$ cat config.mk
export PLATFORM = sky130hd
export DESIGN_NAME = ff_serial_tx
export DESIGN_NICKNAME = d
export VERILOG_FILES = /design/src/rtl/ff_tx_pkg.sv /design/src/rtl/ff_bit_timer.sv /design/src/rtl/ff_serial_tx.sv
export SDC_FILE = /design/constraint.sdc
export NUM_CORES = 1
export LEC_CHECK = 0
export CAP_MARGIN = 20
export CORE_MARGIN = 2
export CORE_UTILIZATION = 35
export DETAILED_ROUTE_END_ITERATION = 7
export PLACE_DENSITY = 0.64
export SYNTH_ARGS = -nofsm -noshare
export SYNTH_HDL_FRONTEND = slang
export SYNTH_HIERARCHICAL = 1
export SYNTH_SLANG_ARGS = --single-unit
$ cat constraint.sdc
create_clock -name clk -period 3.47 [get_ports clk]
set_clock_uncertainty 0.2 [all_clocks]
set_input_delay 0.694 -clock clk [delete_from_list [all_inputs] [get_ports clk]]
set_output_delay 0.694 -clock clk [all_outputs]
set_load 0.1 [all_outputs]
$ cat src/rtl/ff_tx_pkg.sv
`default_nettype none
// ----------------------------------------------------------------------------
// ff_tx_pkg : shared types and helpers for the ff_serial_tx transmitter
// Revision  : 1.0 - initial release
// ----------------------------------------------------------------------------
package ff_tx_pkg;

  typedef enum logic [2:0] {
    ST_IDLE   = 3'd0,
    ST_START  = 3'd1,
    ST_DATA   = 3'd2,
    ST_PARITY = 3'd3,
    ST_STOP   = 3'd4
  } tx_state_t;

  // Widest word the parity helper folds; wider words would be truncated.
  localparam int unsigned PAR_MAX_W = 64;

  // Line bits per frame: start + data + optional parity + stop.
  function automatic int unsigned frame_bits(input int unsigned width,
                                             input int unsigned parity_en);
    return 32'd2 + width + ((parity_en != 0) ? 32'd1 : 32'd0);
  endfunction

  function automatic int unsigned cnt_width(input int unsigned range);
    return (range > 1) ? $clog2(range) : 1;
  endfunction

  function automatic logic even_parity(input logic [PAR_MAX_W-1:0] bits);
    return ^bits;
  endfunction

endpackage
`default_nettype wire

$ cat src/rtl/ff_bit_timer.sv
`default_nettype none
// ----------------------------------------------------------------------------
// ff_bit_timer : counts 0..CLKS_PER_BIT-1 while enabled, strobes on the wrap
// Revision     : 1.0 - initial release
// ----------------------------------------------------------------------------
module ff_bit_timer
  import ff_tx_pkg::*;
#(
  parameter int unsigned CLKS_PER_BIT = 4
) (
  input  logic clk,
  input  logic rst,
  input  logic en_i,
  input  logic clr_i,
  output logic bit_end_o
);

  localparam int unsigned        CNT_W    = cnt_width(CLKS_PER_BIT);
  localparam logic [CNT_W-1:0]   CNT_LAST = CNT_W'(CLKS_PER_BIT - 1);

  logic [CNT_W-1:0] cnt_q, cnt_d;

  always_comb begin
    cnt_d = cnt_q;
    if (clr_i || !en_i) begin
      cnt_d = '0;
    end else if (cnt_q == CNT_LAST) begin
      cnt_d = '0;
    end else begin
      cnt_d = cnt_q + CNT_W'(1);
    end
  end

  always_ff @(posedge clk) begin
    if (rst) begin
      cnt_q <= '0;
    end else begin
      cnt_q <= cnt_d;
    end
  end

  assign bit_end_o = en_i && (cnt_q == CNT_LAST);

endmodule
`default_nettype wire

$ cat src/rtl/ff_serial_tx.sv
`default_nettype none
// ----------------------------------------------------------------------------
// ff_serial_tx : framed LSB-first serial transmitter (start/data/parity/stop)
// Revision     : 1.0 - initial release
// ----------------------------------------------------------------------------
module ff_serial_tx
  import ff_tx_pkg::*;
#(
  parameter int unsigned WIDTH        = 3,
  parameter int unsigned CLKS_PER_BIT = 4,
  parameter int unsigned PARITY_EN    = 1
) (
  input  logic             clk,
  input  logic             rst,
  input  logic [WIDTH-1:0] tx_data_i,
  input  logic             tx_valid_i,
  output logic             tx_ready_o,
  input  logic             abort_i,
  output logic             tx_out_o,
  output logic             busy_o,
  output logic             done_o
);

  localparam int unsigned      IDX_W    = cnt_width(WIDTH);
  localparam logic [IDX_W-1:0] IDX_LAST = IDX_W'(WIDTH - 1);

  tx_state_t        state_q, state_d;
  logic [WIDTH-1:0] shift_q, shift_d;
  logic [IDX_W-1:0] idx_q, idx_d;
  logic             par_q, par_d;
  logic             tx_out_q, tx_out_d;
  logic             done_q, done_d;
  logic             bit_end;
  logic             accept;

  // Ready in the last STOP cycle lets the next frame start with no idle gap.
  assign tx_ready_o = ((state_q == ST_IDLE) || ((state_q == ST_STOP) && bit_end))
                      && !abort_i && !rst;
  assign busy_o     = (state_q != ST_IDLE);
  assign accept     = tx_valid_i && tx_ready_o;

  ff_bit_timer #(
    .CLKS_PER_BIT (CLKS_PER_BIT)
  ) u_bit_timer (
    .clk       (clk),
    .rst       (rst),
    .en_i      (state_q != ST_IDLE),
    .clr_i     (accept || abort_i),
    .bit_end_o (bit_end)
  );

  always_ff @(posedge clk) begin
    if (rst) begin
      state_q  <= ST_IDLE;
      shift_q  <= '0;
      idx_q    <= '0;
      par_q    <= 1'b0;
      tx_out_q <= 1'b1;
      done_q   <= 1'b0;
    end else begin
      state_q  <= state_d;
      shift_q  <= shift_d;
      idx_q    <= idx_d;
      par_q    <= par_d;
      tx_out_q <= tx_out_d;
      done_q   <= done_d;
    end
  end

  always_comb begin
    state_d = state_q;
    shift_d = shift_q;
    idx_d   = idx_q;
    par_d   = par_q;
    unique case (state_q)
      ST_IDLE:   state_d = ST_IDLE;
      ST_START:  if (bit_end) state_d = ST_DATA;
      ST_DATA: begin
        if (bit_end) begin
          shift_d = shift_q >> 1;
          if (idx_q == IDX_LAST) begin
            idx_d   = '0;
            state_d = (PARITY_EN != 0) ? ST_PARITY : ST_STOP;
          end else begin
            idx_d = idx_q + IDX_W'(1);
          end
        end
      end
      ST_PARITY: if (bit_end) state_d = ST_STOP;
      ST_STOP:   if (bit_end) state_d = ST_IDLE;
      default:   state_d = ST_IDLE;
    endcase
    // Accept only happens in IDLE or the last STOP cycle; both lead to START.
    if (accept) begin
      state_d = ST_START;
      shift_d = tx_data_i;
      idx_d   = '0;
      par_d   = even_parity(PAR_MAX_W'(tx_data_i));
    end
    if (abort_i && (state_q != ST_IDLE)) begin
      state_d = ST_IDLE;
    end
  end

  always_comb begin
    done_d   = (state_q == ST_STOP) && bit_end && !abort_i;
    tx_out_d = 1'b1;
    case (state_d)
      ST_START:  tx_out_d = 1'b0;
      ST_DATA:   tx_out_d = shift_d[0];
      ST_PARITY: tx_out_d = par_d;
      default:   tx_out_d = 1'b1;
    endcase
  end

  assign tx_out_o = tx_out_q;
  assign done_o   = done_q;

endmodule
`default_nettype wire

* After elaboration in Yosys (flattened, before gate mapping)
Cells that the tools add are included.
** Word-level totals
- Memories :: 0
- ROM bits :: 0
- Output and inout port bits :: 4
- Logic and storage cells :: 55
- Bits in writable memories :: 0
- Input port bits :: 7
- Register bits :: 13
- Bits in latches :: 0
** Operators by class
- Add/subtract/negate cells :: 2
- Div/mod/pow operators :: 0
- Reductions and logical operators :: 22
- Shift-type cells :: 0
- Bitwise gates (word level) :: 0
- $lt $le $gt $ge :: 0
- Eq/ne operators :: 9
- Multiply operators :: 0
- Muxes and demuxes :: 14
** Operators by type and width (count)
- $reduce_xor A64 Y1 :: 1
- $mux W3 :: 10
- $eq A3 B2 Y1 const B :: 4
- $pmux W3 S4 :: 1
- $logic_and A1 B1 Y1 :: 7
- $eq A3 B1 Y1 const B :: 2
- $add A2 B1 Y2 const B :: 2
- $eq A2 B2 Y1 const B :: 2
- $reduce_and A2 Y1 :: 2
- $reduce_bool A2 Y1 :: 2
- $eq A3 B3 Y1 const B :: 1
- $logic_not A1 Y1 :: 3
- $logic_not A3 Y1 :: 1
- $logic_or A1 B1 Y1 :: 3
- $pmux W1 S3 :: 1
- $reduce_bool A3 Y1 :: 1
- $reduce_or A3 Y1 :: 1
- $mux W2 :: 1
- $reduce_or A2 Y1 :: 1
- $mux W1 :: 1

* Logic depth before layout (Yosys ltp)
- Depth after elaboration :: 11
- Gate-level depth with buffers :: 8

* Cells and area by module
Netlist, hierarchy kept.
** By module, submodules not included
- ff_serial_tx :: area an instance 549.3 um^2, times used 1, seq. area each 220.2 um^2, cells an instance 64
- ff_bit_timer :: area an instance 85.1 um^2, times used 1, seq. area each 40.0 um^2, cells an instance 7

* Least setup slack after synthesis
OpenSTA, ideal clock, no wires.
- Path type :: register to output
- From :: register state_q[0]
- To :: output port tx_ready_o
- Arrival time :: 2.385 ns
- Setup slack :: 0.191 ns
- Cell stages (with the launch flop) :: 6
- Cells stage by stage :: dfxtp_1 buf_6 or3_1 and2_1 nand2b_1 and2_1
** On the way
- Longest elaborated chain between the ends :: 6
- Elaborated cells on any way between the ends :: 8
- Classes of those cells :: 1 x eq/ne; 7 x reduce/logical
** RTL lines
- from (decl) :: RTL line ff_serial_tx.sv:27 : tx_state_t state_q, state_d;
- from (signal assigned) :: RTL line ff_serial_tx.sv:61 : state_q <= state_d;
- $reduce_bool A3 Y1
- via busy_o :: RTL line ff_serial_tx.sv:20 : output logic busy_o,
- $logic_and A1 B1 Y1 :: RTL line ff_bit_timer.sv:42 : assign bit_end_o = en_i && (cnt_q == CNT_LAST);
- via bit_end :: RTL line ff_serial_tx.sv:33 : logic bit_end;
- $logic_and A1 B1 Y1 :: RTL line ff_serial_tx.sv:37 : assign tx_ready_o = ((state_q == ST_IDLE) || ((state_q == ST_STOP) && bit_end))
- $logic_or A1 B1 Y1 :: RTL line ff_serial_tx.sv:37
- $logic_and A1 B1 Y1 (2 in a row) :: RTL line ff_serial_tx.sv:38 : && !abort_i && !rst;
- to (decl) :: RTL line ff_serial_tx.sv:17 : output logic tx_ready_o,
The timed path passes the listed nets, and every way through them passes these cells.

* Final worst setup path
- From :: input port abort_i
- To :: output port tx_ready_o
** On the way
- Longest elaborated chain between the ends :: 3
** RTL lines
- from (decl) :: RTL line ff_serial_tx.sv:18 : input logic abort_i,
- $logic_not A1 Y1 :: RTL line ff_serial_tx.sv:38
- $logic_and A1 B1 Y1 (2 in a row) :: RTL line ff_serial_tx.sv:38
No other way between the ends.

==> impl_metrics.tcl <==
set metrics [dict create \
    final.period_utilization_pct 83.8 \
    first_pass_grt_wire_length_um 1910 \
    power_density_mw_per_mm2 369 \
    post_dp_cell_area_um2 752 \
    worst_slew_pin_slew_ns 0.439 \
    track_usage_pct 13.0 \
    area_delta_synth_final_pct 22.7 \
    via_count_of_the_first_global_routing_pass 460 \
    crit_arrival_ns 2.01 \
    timing_worst_setup_path_type "in -> out" \
    worst_setup_path_end_kind "primary output" \
    port_buffers 10 \
    seq_area_frac_synth_pct 41.0 \
    synth.ff_latch_count 13 \
    pin_count_of_the_biggest_net_entering_global_routing 12 \
    maxCapViolations 0 \
    timing.critical_path.cells "clkdlybuf4s50_1 > nor4_1 > and2_1 > buf_12" \
    timing.slew.headroom_pct 70.5 \
    final_hold_viol_count 0 \
    synthDistinctLibCells 32 \
    synth_largest_type_area_fraction_pct 41.0 \
    setup-violations-final 0 \
    design.core.area_mm2 0.00171 \
    min-delay-path-class "reg -> reg" \
    mappedNetlistArea_um2 634 \
    synth_edf_count 0 \
    count_of_mapped_cells_out_of_synthesis 71 \
    cts.path.max_buffers 2 \
    lkg_pwr_nw 0.312 \
    final_nets 91 \
    fillCellCount 175 \
    syn-mean-instance-area_um2 8.93 \
    critPathTopFamily "simple AND/OR/NAND/NOR gates" \
    routedWlPerCell_um 10.8 \
    grt_antenna_before_repair 0 \
    detail_route.drc_violations 0 \
    crit_required_ns 2.58 \
    cts.sinks 13 \
    crit_path_start_kind "input port" \
    yosysWarnings 6 \
    postSynth.topFlopCell "dfxtp_1" \
    dieHeight_um 46.6 \
    routed_wl_um 1160 \
    cts-hold-fix-buffers 0 \
    drt_first_pass_iters 3 \
    globalRouteOverflowTotal 0 \
    ioPinCount 11 \
    cts.repair.resized 0 \
    synth_commonest_cells "dfxtp_1 (13), nor2_1 (8), a21oi_1 (5)" \
    final_layout_size_suffix_gt1_share_pct 9.76 \
    vdd.ir_drop.worst_mv 0.180 \
    critPathMaxFanout 5 \
    maxClockFrequency_mhz 344 \
    netlist.top_cell.by_area "dfxtp_1" \
    post_cts_buffers 0 \
    initial_core_util_pct 37.1 \
    cts_buffers 3 \
    hpwl_um 866 \
    clock_tree.root_cell "clkbuf_4" \
    critical-path-slowest-cell "clkdlybuf4s50_1" \
    yosysMostFrequentCell "dfxtp_1" \
    finalCriticalPeriod_ns 2.91 \
    place_congestion 0.755 \
    fin_total_pwr_w 0.000287 \
    insertion_delay_ns 0.27 \
    synthArstFlopShare_pct 0 \
    fp-row-count 15 \
    vias_per_cell 5.00 \
    unrepaired_setup_endpoints_after_global_routing "no" \
    cp.buffers_inverters 2 \
    cp_slowest_stage_delay_ns 0.47 \
    floorplan.die_area_mm2 0.00217 \
    diode_insertion_count_for_antenna_repair 0 \
    layout.cell_area.non_filler_um2 778 \
    synth.area.top_cells "dfxtp_1 (41%), nor2_1 (4.7%), a21oi_1 (3.9%)" \
    cts_tree "done" \
    setup_total_negative_slack_ns 0 \
    clock_tree.htree_level_count 1 \
    die_width_um 46.6 \
    vias 535 \
    run_status "completed" \
    worst_setup_hold_path_clk_slew_ns 0.07 \
    postRouteAntennaNets 0 \
    synthesis.nets 79 \
    slew_viol_final 0 \
    dr.first_iter.drc_count 6 \
]
-- worst reg2reg max path: stages (launching register included) --
cell and delay [ns]:
dfxtp_1 0.38, or3_1 0.42, and2_1 0.25, nand4bb_1 0.30, mux2i_1 0.27, or4b_1 0.45
a211o_1 0.30
-- state kept, by name (all words and copies together) (netlist names) --
| name | cells |
|---|---|
| tx_out_o | 1 |
| shift_q | 3 |
| idx_q | 2 |
| u_bit_timer/cnt_q | 2 |
| done_o | 1 |
| state_q | 3 |
| par_q | 1 |
-- layout by cell type (no fill, tap or decap), types with 2 or more instances in the layout --
| cell type | netlist | final |
|---|---|---|
| nand2b_1 | 2 | 2 |
| xnor2_1 | 2 | 2 |
| or3_1 | 3 | 3 |
| mux2i_1 | 2 | 2 |
| nand4b_1 | 2 | 2 |
| and3_1 | 2 | 2 |
| nor3b_1 | 2 | 2 |
| clkdlybuf4s50_1 | 0 | 6 |
| nor3_1 | 3 | 3 |
| nand2_1 | 3 | 3 |
| clkbuf_4 | 0 | 3 |
| and2_1 | 2 | 2 |
| nand3_1 | 2 | 2 |
| a21oi_1 | 5 | 5 |
| dfxtp_1 | 13 | 13 |
| nor2_1 | 8 | 8 |
| buf_4 | 0 | 4 |
| a211oi_1 | 2 | 2 |
-- per-stage QoR --
step	std cells	worst slack (ns)	hold slack, ns	utilization, %
2_1_floorplan	71	0.191	0.232	-
3_3_place_gp	103	0.597	0.245	44.0
3_5_place_dp	103	0.560	0.253	44.0
4_1_cts	107	0.551	0.264	45.6
5_1_grt	107	0.377	0.285	45.6
6_report	107	0.564	0.262	45.6
-- worst paths after layout --
check / from / endpoint / slack, ns / cells after the start
max: abort_i / tx_ready_o / 0.56 / 4
max reg2reg: state_q[0] / tx_out_o / 0.79 / 6
min: par_q / par_q / 0.26 / 2
min reg2reg: par_q / par_q / 0.26 / 2
-- report_power, final --
| part | total (W) | internal, W | leakage, nW | switching, W |
|---|---|---|---|---|
| registers | 0.000154 | 0.000152 | 0.105 | 0.00000192 |
| logic | 0.0000418 | 0.0000175 | 0.192 | 0.0000242 |
| clock network | 0.0000914 | 0.0000445 | 0.0150 | 0.0000469 |
| total | 0.000287 | 0.000214 | 0.312 | 0.0000730 |
-- per-layer routing --
metal,GRT usage [%],vias up,part of all wire (%)
met5,0,-,0
met4,6.86,0,0.95
met3,4.71,2,4.7
met2,19.2,11,44
met1,16.2,244,50
li1,-,278,-
-- logic make-up (layout without fill, tap and decap cells) --
| group | Yosys count | after routing | synth area share [%] |
|---|---|---|---|
| and+or+nand+nor | 36 | 36 | 34.7 |
| muxes | 2 | 2 | 3.16 |
| AOI/OAI and AO/OA | 12 | 12 | 12.0 |
| adders and majority gates | 1 | 1 | 1.97 |
| DFF | 13 | 13 | 41.0 |
| buffers and inverters | 5 | 16 | 4.34 |
| xor gates and xnor gates | 2 | 2 | 2.76 |
-- layout make-up --
class	count	area (um2)	area share [%]
clock buffers	4	26.3	3.38
inverters	1	3.75	0.482
multi-input cells	53	347	44.5
flip-flops and latches	13	260	33.4
well taps	25	31.3	4.02
repair buffers	11	110	14.1
No activity file was read; power rests on OpenSTA's default activity.
